### src/rtl/paralelo_serialtx.sv
// paralelo_serialtx: byte-wide valid/ready to MSB-first serial stream with comma sync/idle framing
module paralelo_serialtx #(
  parameter logic [7:0] COMMA  = 8'hBC,
  parameter int         N_SYNC = 4
) (
  input  logic       clk_32f,
  input  logic       reset,
  input  logic [7:0] data_in,
  input  logic       valid_in,
  output logic       ready_out,
  output logic       data_out,
  output logic       active_out
);
  typedef enum logic {SYNC, ACTIVE} state_t;
  localparam logic [3:0] NS = 4'(N_SYNC);
  state_t     state_q, state_d;
  logic [2:0] bit_cnt_q, bit_cnt_d;
  logic [3:0] sync_cnt_q, sync_cnt_d;
  logic [7:0] shift_q, shift_d, frame_byte;
  logic       data_out_q, data_out_d, ready_q, ready_d, active_q, active_d;
  logic       frame_start, go_active;
  always_comb begin
    frame_start = bit_cnt_q == 3'd0;
    go_active   = state_q == SYNC && sync_cnt_q == NS;
    // ready_q is only ever high in the cycle ending at a frame start, so it doubles as the accept gate
    frame_byte  = (ready_q && valid_in) ? data_in : COMMA;
    bit_cnt_d   = bit_cnt_q + 3'd1;
    sync_cnt_d  = (frame_start && state_q == SYNC && !go_active) ? sync_cnt_q + 4'd1 : sync_cnt_q;
    state_d     = (frame_start && go_active) ? ACTIVE : state_q;
    active_d    = state_d == ACTIVE;
    shift_d     = frame_start ? {frame_byte[6:0], 1'b0} : {shift_q[6:0], 1'b0};
    data_out_d  = frame_start ? frame_byte[7] : shift_q[7];
    ready_d     = bit_cnt_q == 3'd7 && (state_q == ACTIVE || sync_cnt_q == NS);
  end
  always_ff @(posedge clk_32f) begin
    if (reset) begin
      state_q    <= SYNC;
      bit_cnt_q  <= 3'd0;
      sync_cnt_q <= 4'd0;
      shift_q    <= 8'd0;
      data_out_q <= 1'b0;
      ready_q    <= 1'b0;
      active_q   <= 1'b0;
    end else begin
      state_q    <= state_d;
      bit_cnt_q  <= bit_cnt_d;
      sync_cnt_q <= sync_cnt_d;
      shift_q    <= shift_d;
      data_out_q <= data_out_d;
      ready_q    <= ready_d;
      active_q   <= active_d;
    end
  end
  assign data_out   = data_out_q;
  assign ready_out  = ready_q;
  assign active_out = active_q;
endmodule

### config.mk
export PLATFORM = sky130hd
export DESIGN_NAME = paralelo_serialtx
export DESIGN_NICKNAME = d
export VERILOG_FILES = /design/src/rtl/paralelo_serialtx.sv
export SDC_FILE = /design/constraint.sdc
export NUM_CORES = 1
export LEC_CHECK = 0
export BUFFER_PORTS_ARGS = -buffer_cell sky130_fd_sc_hd__buf_2
export CAP_MARGIN = 0
export CORE_MARGIN = 1
export CORE_UTILIZATION = 50
export DETAILED_ROUTE_END_ITERATION = 10
export MAX_ROUTING_LAYER = met4
export PLACE_DENSITY_LB_ADDON = 0.2
export REMOVE_ABC_BUFFERS = 1
export SLEW_MARGIN = 5
export SYNTH_ARGS = -nofsm -noshare
export SYNTH_HDL_FRONTEND = slang
export SYNTH_SLANG_ARGS = --single-unit
### constraint.sdc
create_clock -name clk_32f -period 2.2 [get_ports clk_32f]
set_clock_uncertainty 0.15 [all_clocks]
set_input_delay 0.33 -clock clk_32f [delete_from_list [all_inputs] [get_ports clk_32f]]
set_output_delay 0.33 -clock clk_32f [all_outputs]
set_load 0.03 [all_outputs]
==> run metrics, run 1 <==
total of flip-flops plus latches after synthesis=17; number of global-route vias before repair=439; via count=533; Yosys warnings=0; wire length reported by the detailed router=1.23 mm; top-area cell type share of the netlist area=0.485; count of distinct cell types in the synthesized netlist=23; count of endpoints failing hold in the final timing report=0; Worst EP required=2260 ps; 1st-iter DRT viols=5; worst-case headroom to the max-slew limit=0.642; post-layout min period=1850 ps; Post-Layout Inst Area=782 µm²; number of fill cells=119; maximum clock rate=540 MHz; Pint=436 µW; path category of the worst min-delay check=in2reg; cell at the slowest stage of the critical path=sky130_fd_sc_hd__or4b_1; r2r worst-path depth=5; final-report max-slew violation count=0; detailed-routing iteration count for the pre-antenna-repair pass=4; power density of the placed cells=751 mW/mm²; Crit. Startpoint=sync_cnt_q[0]$_SDFFE_PP0P_; Arrival @ worst endpoint=1910 ps; Global Route Usage Sum=0.201; sum of net half-perimeters after detailed placement=872 µm; Reg2Reg Setup Slack=350 ps; critical register-to-register path startpoint=sync_cnt_q[0]$_SDFFE_PP0P_; Post-Synthesis Mean Instance Area=9.36 µm²; sequential fraction of design power=0.584; post-route clock period utilization=0.842; count of cells along the worst hold path=3; hold bufs inserted after CTS=0; clock network power share=0.277; capturing element type of the critical path=flop; wire per inst=12.2 µm; depth of the CTS H-tree=1; slowest cell delay on critical path=520 ps; RR Endpoint=sync_cnt_q[1]$_SDFFE_PP0P_; area of the die=0.00156 mm²; Num Clock Sinks=17; part of the power in combinational logic=0.139; detailed-route DRC error count=0; first-pass GRT wire length=1.95 mm; detail-routed via count per cell=5.28; Post-synth top cells=sky130_fd_sc_hd__dfxtp_1, sky130_fd_sc_hd__nor2_1, sky130_fd_sc_hd__a21oi_1; total setup buffers inserted after CTS=0; netlist area before placement=702 µm²; Top Ports=14; cell with the most instances after synthesis=sky130_fd_sc_hd__dfxtp_1; biggest area consumer among synthesized cells=sky130_fd_sc_hd__dfxtp_1; Cell Chain, Critical Path=inv_1 > ha_1 > and3b_1 > or4b_1 > a21oi_1; most frequently used flop master after synthesis=sky130_fd_sc_hd__dfxtp_1; kind of start point of the critical path=flop; Fin Setup TNS=0 ps; number of standard cells after synthesis=75; number of antenna violations at the first check in global routing=0; run status=finished, final reports clean; Seq/Total Area, Yosys=0.485; clock transition at the registers of the reported paths=90 ps; Max-Cap Viols=0; number of setup violations in the final report=0; total power after layout=587 µW; final worst hold slack=112 ps; maximum number of pins on one net before global-route repair=19; CP Max Fanout=8; startpoint-to-endpoint class of the critical path=reg2reg; Worst Tran Pin Value=536 ps; number of instances in the placed design=97; initial core utilization=0.539; share of cells above drive strength 1=0.186; Worst IR Drop VDD=621 µV; diodes inserted=0; Post-CTS Resized=0; Worst setup endpoint=sync_cnt_q[1]$_SDFFE_PP0P_; non-filler instance count after layout=101; worst skew pair latency=290 ps; clock buffer count from CTS=3; Die Ht=39.5 µm; remaining antenna violation count=0; count of flip-flops with a built-in enable after synthesis=0; placed instance area=756 µm²; leakage=0.339 nW; clock tree from TritonCTS=yes; count of buffers from port buffering=13; Root Driver=sky130_fd_sc_hd__clkbuf_4; Max Root-Sink Buffers=2; async set-or-reset flop fraction in the synthesized netlist=0; placement row count=13; final estimated routing congestion in global placement=0.756; # nets final=103; synth top area cells=sky130_fd_sc_hd__dfxtp_1, sky130_fd_sc_hd__ha_1, sky130_fd_sc_hd__nor2_1; RSZ-0062 raised after global routing=false; power spent charging and discharging nets=151 µW; switching fraction of total power=0.257; Layout Area Growth over Synthesis=11.4%; global-route congestion overflow total=0; Die Wd=39.5 µm; Placeable Area=0.00130 mm²
## state kept, by name (all words and copies together), names as in the netlist
register and flops:
bit_cnt_q 3, active_out 1, sync_cnt_q 4, ready_out 1, data_out 1, shift_q 7
## layer usage
layer	wire, µm	share of wire	global-route usage	up-vias
met4	23	0.019	0.103	0
met1	573	0.47	0.235	235
met5	0	0	-	-
met2	579	0.47	0.291	10
li1	-	-	-	284
met3	54	0.044	0.0852	4
## power groups by stage
| stage | clock network [mW] | registers, mW | logic [mW] |
|---|---|---|---|
| after floorplan | 0 | 0.351 | 0.0500 |
| after global placement | 0 | 0.348 | 0.0794 |
| after detailed placement | 0 | 0.350 | 0.0824 |
| after CTS | 0.170 | 0.343 | 0.0827 |
| after global routing | 0.183 | 0.346 | 0.0929 |
| final | 0.162 | 0.343 | 0.0818 |
## metrics by stage
step	utilization	setup WS, ps
2_1_floorplan	-	534
3_3_place_gp	0.581	473
3_5_place_dp	0.581	386
4_1_cts	0.601	363
5_1_grt	0.601	262
6_report	0.601	349
## cell usage in the layout, fill, tap and decap left out, types with 2 or more instances in the layout
master | Yosys | routed
sky130_fd_sc_hd__dfxtp_1 | 17 | 17
sky130_fd_sc_hd__buf_2 | 0 | 13
sky130_fd_sc_hd__nor2_1 | 9 | 9
sky130_fd_sc_hd__a21oi_1 | 6 | 6
sky130_fd_sc_hd__inv_1 | 5 | 5
sky130_fd_sc_hd__o22ai_1 | 5 | 5
sky130_fd_sc_hd__ha_1 | 5 | 5
sky130_fd_sc_hd__nor2b_1 | 4 | 4
sky130_fd_sc_hd__clkbuf_4 | 0 | 3
sky130_fd_sc_hd__nand2_1 | 2 | 2
sky130_fd_sc_hd__nand4_1 | 2 | 2
sky130_fd_sc_hd__o31ai_1 | 2 | 2
sky130_fd_sc_hd__or4_1 | 2 | 2
sky130_fd_sc_hd__nor3b_1 | 2 | 2
## critical path, delay by kind of cell, from the launching register on
family	cells	cell delay [ps]
AOI/OAI and AO/OA	1	180
adders and majority gates	1	190
buffers and inverters	1	60
DFF	1	420
and+or+nand+nor	2	780
## kinds of logic after synthesis
family	Yosys count	share of synthesized area
simple gates	27	0.219
fa+ha+maj	5	0.0891
buf+inv	11	0.0695
mux	1	0.0160
compound gates	14	0.121
flops	17	0.485
## final cells by class
class / instances / area, µm² / share of cell area
sequential: 17 / 340 / 0.435
multi-input combinational: 47 / 313 / 0.400
timing repair buffer: 13 / 65.1 / 0.0832
clock buffer: 4 / 26.3 / 0.0336
inverter: 5 / 18.8 / 0.0240
tap: 15 / 18.8 / 0.0240
## worst min-delay path by stage
stage                             from  slack, ps                       to
2_1_floorplan                    reset        250    shift_q[2]$_SDFF_PP0_
3_3_place_gp   bit_cnt_q[0]$_SDFF_PP0_        260  bit_cnt_q[0]$_SDFF_PP0_
3_5_place_dp     shift_q[1]$_SDFF_PP0_        280    shift_q[2]$_SDFF_PP0_
4_1_cts                     data_in[5]        110    shift_q[6]$_SDFF_PP0_
5_1_grt                     data_in[5]        110    shift_q[6]$_SDFF_PP0_
6_report                    data_in[5]        110    shift_q[6]$_SDFF_PP0_
Power figures use the tool's default switching activity.
==> run 2, diff against run 1 <==
--- a/config.mk
+++ b/config.mk
@@ -8,7 +8,7 @@
 export BUFFER_PORTS_ARGS = -buffer_cell sky130_fd_sc_hd__buf_2
 export CAP_MARGIN = 0
 export CORE_MARGIN = 1
-export CORE_UTILIZATION = 50
+export CORE_UTILIZATION = 46
 export DETAILED_ROUTE_END_ITERATION = 10
 export MAX_ROUTING_LAYER = met4
 export PLACE_DENSITY_LB_ADDON = 0.2
==> constraint.sdc (replaced) <==
create_clock -name clk_32f -period 1.7 [get_ports clk_32f]
set_clock_uncertainty 0.15 [all_clocks]
set_input_delay 0.255 -clock clk_32f [delete_from_list [all_inputs] [get_ports clk_32f]]
set_output_delay 0.255 -clock clk_32f [all_outputs]
set_load 0.03 [all_outputs]
==> run metrics, run 2 (synthesis results as in run 1) <==
Cell Chain, Critical Path=inv_1 > ha_1 > and3b_2 > or4b_4 > a21oi_2 (was inv_1 > ha_1 > and3b_1 > or4b_1 > a21oi_1); Fin Setup TNS=0 ps (unchanged); CP Max Fanout=6 (was 8); total setup buffers inserted after CTS=0 (unchanged); final-report max-slew violation count=0 (unchanged); maximum number of pins on one net before global-route repair=14 (was 19); path category of the worst min-delay check=in2reg (unchanged); clock buffer count from CTS=3 (unchanged); run status=finished, final reports clean (unchanged); kind of start point of the critical path=flop (unchanged); RR Endpoint=sync_cnt_q[1]$_SDFFE_PP0P_ (unchanged); initial core utilization=0.514 (was 0.539); detailed-route DRC error count=0 (unchanged); depth of the CTS H-tree=1 (unchanged); Max-Cap Viols=0 (unchanged); clock transition at the registers of the reported paths=100 ps (was 90 ps); Num Clock Sinks=17 (unchanged); Layout Area Growth over Synthesis=23.4% (was 11.4%); Crit. Startpoint=sync_cnt_q[0]$_SDFFE_PP0P_ (unchanged); Arrival @ worst endpoint=1750 ps (was 1910 ps); Placeable Area=0.00137 mm² (was 0.00130 mm²); share of cells above drive strength 1=0.337 (was 0.186); register ranked first by flip-flop count=shift_q (unchanged); number of flip-flops in the largest register=7 (unchanged); number of instances in the placed design=103 (was 97); wire per inst=13.1 µm (was 12.2 µm); capturing element type of the critical path=flop (unchanged); number of fill cells=129 (was 119); Worst setup endpoint=sync_cnt_q[1]$_SDFFE_PP0P_ (unchanged); commonest cells after routing, fill and taps aside=sky130_fd_sc_hd__dfxtp_1, sky130_fd_sc_hd__buf_2, sky130_fd_sc_hd__nor2_1, sky130_fd_sc_hd__buf_4 (was sky130_fd_sc_hd__dfxtp_1, sky130_fd_sc_hd__buf_2, sky130_fd_sc_hd__nor2_1, sky130_fd_sc_hd__a21oi_1); critical register-to-register path startpoint=sync_cnt_q[0]$_SDFFE_PP0P_ (unchanged); first-pass GRT wire length=2.00 mm (was 1.95 mm); diodes inserted=0 (unchanged); non-filler instance count after layout=107 (was 101); cell at the slowest stage of the critical path=sky130_fd_sc_hd__or4b_4 (was sky130_fd_sc_hd__or4b_1); # nets final=109 (was 103); power density of the placed cells=936 mW/mm² (was 751 mW/mm²); count of buffers from port buffering=13 (unchanged); Die Ht=41.1 µm (was 39.5 µm); Root Driver=sky130_fd_sc_hd__clkbuf_4 (unchanged); area of the die=0.00169 mm² (was 0.00156 mm²); remaining antenna violation count=0 (unchanged); r2r worst-path depth=5 (unchanged); Worst Tran Pin Value=389 ps (was 536 ps); leakage=0.377 nW (was 0.339 nW); Worst IR Drop VDD=728 µV (was 621 µV); path length in cells of the critical path=5 (unchanged); worst setup timing slack at the placement stage=-13.4 ps (was 386 ps); Global Route Usage Sum=0.199 (was 0.201); Reg2Reg Setup Slack=40 ps (was 350 ps); 1st-iter DRT viols=5 (unchanged); Die Wd=41.1 µm (was 39.5 µm); kind of cell with the highest combined delay on the critical path=simple AND/OR/NAND/NOR gates (unchanged); Top Ports=14 (unchanged); Max Root-Sink Buffers=2 (unchanged); clock tree from TritonCTS=yes (unchanged); post-route clock period utilization=0.979 (was 0.842); PnR worst setup slack=35.8 ps (was 349 ps); worst-case headroom to the max-slew limit=0.740 (was 0.642); placement row count=13 (unchanged); post-route core utilization=0.634 (was 0.601); placed instance area=801 µm² (was 756 µm²); number of global-route vias before repair=461 (was 439); number of setup violations in the final report=0 (unchanged); worst skew pair latency=300 ps (was 290 ps); count of endpoints failing hold in the final timing report=0 (unchanged); final estimated routing congestion in global placement=0.711 (was 0.756); slowest cell delay on critical path=520 ps (about the same); wire length reported by the detailed router=1.40 mm (was 1.23 mm); number of antenna violations at the first check in global routing=0 (unchanged); via count=559 (was 533); detail-routed via count per cell=5.22 (was 5.28); Worst EP required=1780 ps (was 2260 ps); maximum clock rate=601 MHz (was 540 MHz); post-layout min period=1660 ps (was 1850 ps); detailed-routing iteration count for the pre-antenna-repair pass=4 (unchanged); hold bufs inserted after CTS=0 (unchanged); global-route congestion overflow total=0 (unchanged); Crit path buffers/inverters=1 (unchanged); commonest non-fill, non-tap cell in the layout=sky130_fd_sc_hd__dfxtp_1 (unchanged); Post-Layout Inst Area=866 µm² (was 782 µm²); Largest regs=shift_q x7, sync_cnt_q x4, bit_cnt_q x3 (unchanged); startpoint-to-endpoint class of the critical path=reg2reg (unchanged); sum of net half-perimeters after detailed placement=980 µm (was 872 µm)
run 2: cell type report:
class	count	area, µm²	area share
timing repair buffer	19	110	0.127
inverter	5	18.8	0.0217
tap	15	18.8	0.0217
sequential	17	343	0.396
clock buffer	3	22.5	0.0260
clock inverter	1	5.00	0.00578
multi-input combinational	47	348	0.402
run 2: what timing repair did:
item | 4_1_cts | 5_1_grt
resized for setup | 2 | 7
pin swaps | 0 | 1
cloned | 0 | 0
endpoints found under the setup margin | 2 | 8
run 2: worst min path at each step:
stage                             from                    endpoint  slack, ps  cells past startpoint
3_3_place_gp   bit_cnt_q[0]$_SDFF_PP0_     bit_cnt_q[0]$_SDFF_PP0_        270                      1
4_1_cts                     data_in[2]       shift_q[3]$_SDFF_PP0_         30                      3
6_report                    data_in[7]         data_out$_SDFF_PP0_         40                      3
3_5_place_dp   bit_cnt_q[0]$_SDFF_PP0_     bit_cnt_q[0]$_SDFF_PP0_        280                      1
5_1_grt                          reset  sync_cnt_q[1]$_SDFFE_PP0P_         30                      2
2_1_floorplan                    reset       shift_q[2]$_SDFF_PP0_        170                      1
run 2: per-stage QoR:
stage	total power [mW]	hold slack, ps
finish	0.810	42.6
global route	0.859	32.3
CTS	0.803	31.0
detailed placement	0.581	276
global placement	0.576	271
floorplan	0.519	174
run 2: worst reg2reg max path: stages, from the launching register on:
cell                      delay [ps]
sky130_fd_sc_hd__dfxtp_2         340
sky130_fd_sc_hd__inv_1            40
sky130_fd_sc_hd__ha_1            170
sky130_fd_sc_hd__and3b_2         250
sky130_fd_sc_hd__or4b_4          520
sky130_fd_sc_hd__a21oi_2         140
run 2: where the power goes:
group	internal, mW	total [mW]	switching (mW)
sequential	0.428	0.440	0.0122
combinational	0.0774	0.154	0.0764
clock	0.0877	0.216	0.129
total	0.593	0.810	0.217
run 2: per-layer routing:
metal / GRT usage / part of all wire
met1: 0.235 / 0.48
met2: 0.297 / 0.46
met3: 0.0978 / 0.048
met4: 0.0500 / 0.0064
met5: - / 0
